--- src/rtl/vc_allocator.sv ---
// Virtual-channel allocator: per output port, grants one requesting input VC a free downstream VC.
// Arbitration is fixed priority by default; define VC_ALLOC_RR_EN for per-output round-robin.
module vc_allocator #(
  parameter int PORT_NUM = 5,
  parameter int VC_NUM   = 2,
  localparam int VC_SIZE = (VC_NUM > 1) ? $clog2(VC_NUM) : 1,
  localparam int PORT_W  = (PORT_NUM > 1) ? $clog2(PORT_NUM) : 1
) (
  input  logic                                          rst,
  input  logic                                          clk,
  input  logic [PORT_NUM-1:0][VC_NUM-1:0]               request_i,
  input  logic [PORT_NUM-1:0][VC_NUM-1:0][PORT_W-1:0]   out_port_i,
  input  logic [PORT_NUM-1:0][VC_NUM-1:0]               idle_downstream_vc_i,
  output logic [PORT_NUM-1:0][VC_NUM-1:0]               grant_o,
  output logic [PORT_NUM-1:0][VC_NUM-1:0][VC_SIZE-1:0]  vc_new_o,
  output logic                                          error_o
);

  localparam int REQ_NUM = PORT_NUM * VC_NUM;
  localparam int IDX_W   = (REQ_NUM > 1) ? $clog2(REQ_NUM) : 1;

  logic [PORT_NUM-1:0][VC_NUM-1:0]   avail;
  logic [PORT_NUM-1:0][VC_NUM-1:0]   granted;
  logic [PORT_NUM-1:0][REQ_NUM-1:0]  cand;
  logic [PORT_NUM-1:0]               win_valid;
  logic [PORT_NUM-1:0][IDX_W-1:0]    win_idx;
  logic [PORT_NUM-1:0][VC_SIZE-1:0]  free_vc;
  logic                              error_next;

`ifdef VC_ALLOC_RR_EN
  logic [PORT_NUM-1:0][IDX_W-1:0]    rr;
`endif

  // Per-output arbitration: a two-pass scan from the priority start index wraps around the requesters.
  always_comb begin
    int start;
    start     = 0;
    cand      = '0;
    win_valid = '0;
    win_idx   = '0;
    free_vc   = '0;
    for (int o = 0; o < PORT_NUM; o++) begin
      for (int w = VC_NUM - 1; w >= 0; w--) begin
        if (avail[o][w]) free_vc[o] = VC_SIZE'(w);
      end
      for (int p = 0; p < PORT_NUM; p++) begin
        for (int v = 0; v < VC_NUM; v++) begin
          cand[o][p*VC_NUM+v] = request_i[p][v] && (int'(out_port_i[p][v]) == o);
        end
      end
`ifdef VC_ALLOC_RR_EN
      start = int'(rr[o]);
`else
      start = 0;
`endif
      for (int r = 0; r < REQ_NUM; r++) begin
        if (!win_valid[o] && cand[o][r] && (r >= start)) begin
          win_valid[o] = 1'b1;
          win_idx[o]   = IDX_W'(r);
        end
      end
      for (int r = 0; r < REQ_NUM; r++) begin
        if (!win_valid[o] && cand[o][r] && (r < start)) begin
          win_valid[o] = 1'b1;
          win_idx[o]   = IDX_W'(r);
        end
      end
      if (rst || (avail[o] == '0)) win_valid[o] = 1'b0;
    end
  end

  always_comb begin
    grant_o  = '0;
    vc_new_o = '0;
    granted  = '0;
    for (int o = 0; o < PORT_NUM; o++) begin
      for (int w = 0; w < VC_NUM; w++) begin
        granted[o][w] = win_valid[o] && (free_vc[o] == VC_SIZE'(w));
      end
      for (int p = 0; p < PORT_NUM; p++) begin
        for (int v = 0; v < VC_NUM; v++) begin
          if (win_valid[o] && (win_idx[o] == IDX_W'(p*VC_NUM+v))) begin
            grant_o[p][v]  = 1'b1;
            vc_new_o[p][v] = free_vc[o];
          end
        end
      end
    end
  end

  // Protocol errors: releasing a VC that is already free, or requesting a nonexistent output.
  always_comb begin
    error_next = |(idle_downstream_vc_i & avail);
    for (int p = 0; p < PORT_NUM; p++) begin
      for (int v = 0; v < VC_NUM; v++) begin
        if (request_i[p][v] && (int'(out_port_i[p][v]) >= PORT_NUM)) error_next = 1'b1;
      end
    end
  end

  always_ff @(posedge clk or posedge rst) begin
    if (rst) begin
      avail   <= '1;
      error_o <= 1'b0;
    end else begin
      avail   <= (avail & ~granted) | idle_downstream_vc_i;
      error_o <= error_next;
    end
  end

`ifdef VC_ALLOC_RR_EN
  // After a grant, the requester just past the winner gets top priority on that output.
  always_ff @(posedge clk or posedge rst) begin
    if (rst) begin
      rr <= '0;
    end else begin
      for (int o = 0; o < PORT_NUM; o++) begin
        if (win_valid[o]) begin
          rr[o] <= (int'(win_idx[o]) == REQ_NUM - 1) ? '0 : win_idx[o] + 1'b1;
        end
      end
    end
  end
`endif

endmodule

--- config.mk ---
export PLATFORM = sky130hd
export DESIGN_NAME = vc_allocator
export DESIGN_NICKNAME = d
export VERILOG_FILES = /design/src/rtl/vc_allocator.sv
export SDC_FILE = /design/constraint.sdc
export NUM_CORES = 1
export LEC_CHECK = 0
export ABC_CLOCK_PERIOD_IN_PS = 9070
export CORE_ASPECT_RATIO = 2
export CORE_MARGIN = 1
export CORE_UTILIZATION = 35
export CTS_CLUSTER_SIZE = 25
export DETAILED_ROUTE_END_ITERATION = 12
export SYNTH_ARGS = -nofsm -noshare
export SYNTH_HDL_FRONTEND = slang
export SYNTH_SLANG_ARGS = --single-unit
--- constraint.sdc ---
create_clock -name clk -period 9.07 [get_ports clk]
set_input_delay 2.2675 -clock clk [delete_from_list [all_inputs] [get_ports clk]]
set_output_delay 2.2675 -clock clk [all_outputs]
set_load 0.005 [all_outputs]
==> Word level (Yosys, flattened, before mapping) <==
Cells that the tools add are included.
{ "classes": {"n_lt_le_gt_ge": 10, "reduce_logical": 236, "n_addsub": 0, "bitwise": 9, "multipliers": 0, "div_mod_pow": 0, "mux": 220, "n_shift": 0, "eq_ne": 85} }
{ "op_table": {"columns": ["cell", "count"], "rows": [
  ["$mux W1", 180],
  ["$logic_and A1 B1 Y1", 165],
  ["$eq A3 B3 Y1 const B", 30],
  ["$mux W4", 22],
  ["$eq A4 B3 Y1 const B", 20],
  ["$logic_not A1 Y1", 45],
  ["$eq A4 B2 Y1 const B", 10],
  ["$eq A4 B4 Y1 const B", 10],
  ["$mux W3", 12],
  ["$eq A3 B2 Y1 const B", 10],
  ["$ge A3 B3 Y1 const B", 10],
  ["$logic_not A3 Y1", 10],
  ["$and A10 B10 Y10", 2],
  ["$eq A4 B1 Y1 const B", 5],
  ["$logic_not A4 Y1", 5],
  ["$mux W2", 6],
  ["$logic_not A2 Y1", 5],
  ["$not A10 Y10", 1],
  ["$or A10 B10 Y10", 1],
  ["$reduce_or A10 Y1", 1],
  ["$logic_or A1 B1 Y1", 5],
  ["$not A1 Y1", 5]
]} }
{ "word_totals": {"ramBits": 0, "inputBits": 52, "latch_bits": 0, "word_cells": 566, "register_bits": 11, "memories": 0, "romBits": 0, "output_inout_bits": 21} }

==> Depth between registers and ports, before layout <==
Gate-level depths: netlist (run 1).
{ "depth": {"depth_word": 37, "depth_mapped": 7, "mapped_depth_nobuf": 6} }

==> Worst setup path before layout (run 1) <==
OpenSTA, ideal clock, no wires.
{ "synth_timing": {"path_type": "input to output", "from": "input port out_port_i[10] (netlist bit)", "to": "output port vc_new_o[2] (netlist bit)", "arrival_time_ns": 3.862, "t_required_ns": 6.803, "path_slack_ns": 2.941, "path_stages": 6, "n_path_buf": 0, "path_cell_list": "or4b_1 -> a21o_1 -> nor2_2 -> o21ai_2 -> nor4b_1 -> or4_1"} }
{ "synth_lines": {"columns": ["element", "line", "text"], "rows": [
  ["from (decl)", "12", "input logic [PORT_NUM-1:0][VC_NUM-1:0][PORT_W-1:0] out_port_i,"],
  ["to (decl)", "15", "output logic [PORT_NUM-1:0][VC_NUM-1:0][VC_SIZE-1:0] vc_new_o,"]
]} }

==> out/metrics.cfg, run 1 <==
[setup_path]
end_kind = output pin
timing.rr.start = avail[2]
crit_fanout = 8
startpoint_type = input pin
crit_type = input pin to output pin
worstReg2RegEnd = error_o
cp_common_cell = clkdlybuf4s50_1
r2r_slack_ns = 7.44
max_stage_delay_ns = 0.97
arrival_ns = 5.76
worstPathRequired_ns = 6.80
critical_path.cell_chain = clkdlybuf4s50_1, nor4b_1, nor4_1, a221oi_1, a21boi_2, nand2_1, o221ai_1, clkdlybuf4s50_1
slowest_stage = nor4b_1
r2r_cells = 4

[logic_synthesis]
synth-seq-cells = 11
yosys.area_share.adder_pct = 0
syn_area_um2 = 2710
synth_compound_area_share_pct = 31.0
synth_top_family_by_area = simple AND/OR/NAND/NOR gates
ys_async_sr_fraction_pct = 100
synth.yosys.seq_area_share_pct = 10.6
ys_types = 71
ys_warn_count = 0
yosys.area_share.simple_pct = 56.5
synth_edf_count = 0
synthFlopType = dfstp_2
syn_area_per_cell_um2 = 7.48
synthCells = 363
synthXorXnorAreaFrac_pct = 0
syn_nets = 415
synth_mux_area_share_pct = 0.369

[route]
wirelength_mm = 13.2
first_pass_iters = 5
drc = 0
wl_met2_mm = 6.94
wl_per_cell_um = 24.6
vias = 3655
top_layer = met4
wl_met3_um = 751
routed_via_density = 6.79
ant_nets = 0
drt-met1-wl_mm = 4.43
drtIter0Drc = 294

[global_routing]
gr-total-overflow = 0
grt_pass1_wl_mm = 19.6
grt_pass1_vias = 3507
grt_usage_pct = 32.7
grt_start_max_net_pins = 16
antenna_found_initial = 0

[floorplanning]
row_count = 45
ios = 73
dieHeight_um = 127
core_area_um2 = 7540
die_x_um = 64.3
die-area_um2 = 8130
start_util_pct = 36.0

[timing]
rsz0062_at_grt = false
worst_pin_slew_ns = 1.10
slew_violations = 0
setup_tns_ns = 0
period_needed_ns = 8.03
final-setup-viol-count = 0
fin_crit_sh_pct = 88.5
hold_viol = 0
hold_slack_ns = 0.512
setup_slack_ns = 1.04
fin_skew_ns = 0.000415
clock.fmax_mhz = 125
relSlewSlack_pct = 25.5

[place]
hpwlAfterDp_mm = 11.0
dpl_worst_slack_ns = 1.17
place.gp.congestion = 0.961
io_buffers = 72

[clock_tree]
htreeDepth = 1
clk_path_buf_depth = 2
hold_buffers = 0
cts_resized = 0
cts_buffers = 3
clk_pin_slew_ns = 0.04
cts_setup_buffers = 0
cts_sinks = 11
root_buffer = clkbuf_16
cts_tree = built
clk_latency_ns = 0.24

[power]
power.share.switching_pct = 38.7
p_clk_share_pct = 26.8
p_sw_uw = 115
combPwrFrac_pct = 52.8
internal_power_uw = 182
p_per_area_nw_per_um2 = 80.5
p_seq_share_pct = 20.4
leakage_uw = 0.00124
peakVddDrop_mv = 0.125

[layout]
final_cell_mix = 72 x clkdlybuf4s50_1, 32 x nor2_1, 30 x nand2_1
n_fill_cell = 788
layout-drive-gt1-share_pct = 10.1
finalCoreUtilization_pct = 48.7
finalNetCount = 497
final_common_cell = clkdlybuf4s50_1
insertedDiodeCount = 0
syn_to_final_growth_pct = 35.5

[min_path]
whs_path_depth = 2
min_from = avail[7]
hp-class = flip-flop to flip-flop
hold_end = avail[7]

[run]
drv_cap = 0

[status]
outcome = completed

## worst max path at each step
stage / from / to / cells after the start
after floorplan: out_port_i[10] / vc_new_o[2] / 6
after global placement: out_port_i[13] / grant_o[0] / 8
after detailed placement: out_port_i[12] / grant_o[0] / 8
after CTS: out_port_i[16] / grant_o[0] / 8
after global routing: out_port_i[16] / grant_o[0] / 8
final: out_port_i[16] / grant_o[0] / 8
## synth_stat cells (all sizes together), types with 7 or more instances
| master | number | area (um2) |
|---|---|---|
| nand2b | 14 | 87.6 |
| nor2 | 33 | 126 |
| o211ai | 17 | 128 |
| nor2b | 8 | 50.1 |
| nor4 | 10 | 77.6 |
| dfstp | 10 | 263 |
| nand4 | 12 | 75.1 |
| a22oi | 9 | 67.6 |
| nor3 | 9 | 45.0 |
| or4bb | 7 | 78.8 |
| a21oi | 11 | 55.1 |
| nand3 | 19 | 95.1 |
| o21ai | 17 | 88.8 |
| nor4b | 13 | 129 |
| a21o | 7 | 52.6 |
| inv | 9 | 33.8 |
| nand2 | 30 | 113 |
| and4bb | 11 | 138 |
| nor4bb | 13 | 136 |
| nand4b | 10 | 87.6 |
## registers in the layout, indices dropped and copies added (netlist names)
| signal | flops |
|---|---|
| error_o | 1 |
| avail | 10 |
## area by class of cell
| cell class | instances | area [um2] | area share (%) |
|---|---|---|---|
| well taps | 94 | 118 | 3.20 |
| flip-flops and latches | 11 | 288 | 7.83 |
| clock buffers | 4 | 78.8 | 2.14 |
| inverters | 9 | 33.8 | 0.919 |
| multi-input cells | 341 | 2380 | 64.9 |
| repair buffers | 79 | 773 | 21.0 |
## critical path, delay by kind of cell
| family | cells | cell delay [ns] |
|---|---|---|
| simple gates | 3 | 1.19 |
| buf+inv | 2 | 1.08 |
| compound gates | 3 | 1.21 |
## layer usage
metal  up-vias  global-route usage, %
met1      1759                   32.5
met3        50                   5.04
met2       158                   59.9
met5         -                      0
met4         0                   22.7
li1       1688                      -
## per-stage QoR
stage	cells	cell area (um2)	power (uW)
floorplan	363	2710	132
global placement	534	3600	212
detailed placement	534	3600	213
finish	538	3680	296
global route	538	3680	311
CTS	538	3680	294
## cell families (layout without fill, tap and decap cells)
family          after synthesis  count (layout)
mux                           1               1
simple gates                225             225
compound gates              115             115
flops                        11              11
buf+inv                      11              92
## power by group through the flow
| stage | logic [uW] | registers (uW) | clock network [uW] |
|---|---|---|---|
| 2_1_floorplan | 72.7 | 58.9 | 0 |
| 3_3_place_gp | 152 | 60.6 | 0 |
| 3_5_place_dp | 152 | 60.7 | 0 |
| 4_1_cts | 153 | 60.2 | 80.9 |
| 5_1_grt | 166 | 60.8 | 83.8 |
| 6_report | 156 | 60.4 | 79.4 |
No activity file was read; power rests on OpenSTA's default activity.
==> run 2, diff against run 1 <==
--- a/config.mk
+++ b/config.mk
@@ -8,9 +8,11 @@
 export ABC_CLOCK_PERIOD_IN_PS = 9070
 export CORE_ASPECT_RATIO = 2
 export CORE_MARGIN = 1
-export CORE_UTILIZATION = 35
+export CORE_UTILIZATION = 54
 export CTS_CLUSTER_SIZE = 25
 export DETAILED_ROUTE_END_ITERATION = 12
+export PLACE_DENSITY = 0.88
+export SLEW_MARGIN = 20
 export SYNTH_ARGS = -nofsm -noshare
 export SYNTH_HDL_FRONTEND = slang
 export SYNTH_SLANG_ARGS = --single-unit
==> run 2 against run 1 <==
Net effect: first-iteration DRC count is 11% higher; setup slack better by 0.20 ns; via count is 4.9% higher; cell count is 8.2% lower; register-to-register slack worse by 0.05 ns; maximum frequency up 2.6%; critical path type unchanged; largest cell class unchanged; largest power group unchanged.
==> out/metrics.cfg, run 2 (synthesis gave the netlist of run 1 again) <==
[timing]
worst_pin_slew_ns = 1.11  ; +0.00732 ns
setup_tns_ns = 0  ; unchanged
fin_crit_sh_pct = 86.3  ; -2.2 points
setup_slack_ns = 1.25  ; +0.202 ns
clock.fmax_mhz = 128  ; +2.6%
relSlewSlack_pct = 25.1  ; -0.46 points
fin_skew_ns = 0.00174  ; +0.00133 ns
hold_viol = 0  ; unchanged
period_needed_ns = 7.82  ; -0.202 ns
final-setup-viol-count = 0  ; unchanged
rsz0062_at_grt = false
slew_violations = 0  ; unchanged

[clock_tree]
root_buffer = clkbuf_8
cts_setup_buffers = 0  ; unchanged
cts_buffers = 3  ; unchanged
cts_tree = built
cts_sinks = 11  ; unchanged
hold_buffers = 0  ; unchanged
clk_path_buf_depth = 2  ; unchanged
htreeDepth = 1  ; unchanged
clk_pin_slew_ns = 0.04  ; about the same
cts_resized = 0  ; unchanged
clk_latency_ns = 0.23  ; about the same

[setup_path]
worstPathRequired_ns = 6.80  ; about the same
startpoint_type = input pin
end_kind = output pin
crit_fanout = 9  ; +1
crit_type = input pin to output pin
arrival_ns = 5.56  ; -0.20 ns
r2r_cells = 4  ; unchanged

[floorplanning]
start_util_pct = 55.8  ; +20 points
ios = 73  ; unchanged
row_count = 36  ; -20%
die_x_um = 52.1  ; -19%
dieHeight_um = 102  ; -19%
core_area_um2 = 4860  ; -36%
die-area_um2 = 5330  ; -34%

[route]
first_pass_iters = 6  ; +1
drtIter0Drc = 326  ; +11%
ant_nets = 0  ; unchanged
drc = 0  ; unchanged
vias = 3834  ; +4.9%
wl_per_cell_um = 24.2  ; -1.6%
routed_via_density = 7.76  ; +14%
wirelength_mm = 11.9  ; -9.7%

[layout]
multi_input_area_um2 = 2400  ; +0.79%
final_common_cell = clkdlybuf4s50_1
largestRegisters = avail: 10 flops, error_o: 1 flops
syn_to_final_growth_pct = 31.3
finalCoreUtilization_pct = 73.2  ; +25 points
finalNetCount = 490  ; -1.4%
layout-drive-gt1-share_pct = 9.38  ; -0.75 points
n_fill_cell = 412  ; -48%
final_cell_mix = 72 x clkdlybuf4s50_1, 32 x nor2_1, 30 x nand2_1
regArea_um2 = 288  ; unchanged
insertedDiodeCount = 0  ; unchanged
max_flop_register = avail
largest_reg_flops = 10  ; unchanged

[power]
leakage_uw = 0.00119  ; -3.8%
peakVddDrop_mv = 0.116  ; -7.2%
p_per_area_nw_per_um2 = 73.0  ; -9.4%

[place]
dpl_worst_slack_ns = 1.22  ; +0.0520 ns
io_buffers = 72  ; unchanged
hpwlAfterDp_mm = 9.44  ; -14%
place.gp.congestion = 1.09  ; +14%

[status]
outcome = completed

[min_path]
whs_path_depth = 2  ; unchanged
hp-class = flip-flop to flip-flop

[global_routing]
grt_pass1_wl_mm = 18.2  ; -7.0%
grt_pass1_vias = 3615  ; +3.1%
grt_start_max_net_pins = 17  ; +1
grt_usage_pct = 46.1  ; +13 points
gr-total-overflow = 0  ; unchanged
antenna_found_initial = 0  ; unchanged

[run]
drv_cap = 0  ; unchanged

[run 2: cell count changes in the layout (fill, tap and decap cells not counted)]
cell and change:
nor4_1 -1, clkbuf_16 -3, nor4b_2 +2, clkbuf_8 +3, nor4b_1 -2, buf_4 -7
nor4_2 +1
[run 2: worst paths after layout]
path	start	to	slack [ns]
min in group asynchronous	rst	error_o	2.73
max reg2reg	avail[2]	error_o	7.39
min reg2reg	avail[7]	avail[7]	0.52
max in group asynchronous	rst	avail[7]	5.98
min	avail[7]	avail[7]	0.52
max	request_i[0]	vc_new_o[8]	1.25
[run 2: worst max-delay path: stages]
cell and delay [ns]:
clkdlybuf4s50_1 0.61, nor4bb_1 0.98, o21bai_1 0.32, o21ai_1 0.23
or3_1 0.41, o221ai_1 0.20, clkdlybuf4s50_1 0.54
[run 2: metal layers]
layer | vias up | track usage, % | wire length, um
met1 | 1742 | 48.0 | 3940
met2 | 306 | 78.3 | 5750
met5 | - | 0 | 0
met4 | 0 | 36.6 | 1160
met3 | 101 | 8.18 | 1080
li1 | 1685 | - | -
[run 2: area by class of cell]
type	count	share of cell area, %
Clock buffer	4	1.26
Inverter	9	0.948
Multi-Input combinational cell	341	67.5
Sequential cell	11	8.08
Tap cell	57	2.00
Timing Repair Buffer	72	20.2
[run 2: through the flow]
| stage | hold WS, ns | cells | power, uW | cell area (um2) |
|---|---|---|---|---|
| after floorplan | 0.475 | 363 | 132 | 2710 |
| after global placement | 0.488 | 490 | 203 | 3500 |
| after detailed placement | 0.501 | 490 | 205 | 3500 |
| after CTS | 0.520 | 494 | 253 | 3540 |
| after global routing | 0.544 | 494 | 272 | 3560 |
| final | 0.524 | 494 | 260 | 3560 |
[run 2: report_power, final]
| group | internal (uW) | total, uW | leakage, uW | switching [uW] |
|---|---|---|---|---|
| logic | 66.2 | 153 | 0.00105 | 86.9 |
| registers | 55.0 | 60.3 | 0.000114 | 5.26 |
| clock network | 30.6 | 46.4 | 0.0000228 | 15.8 |
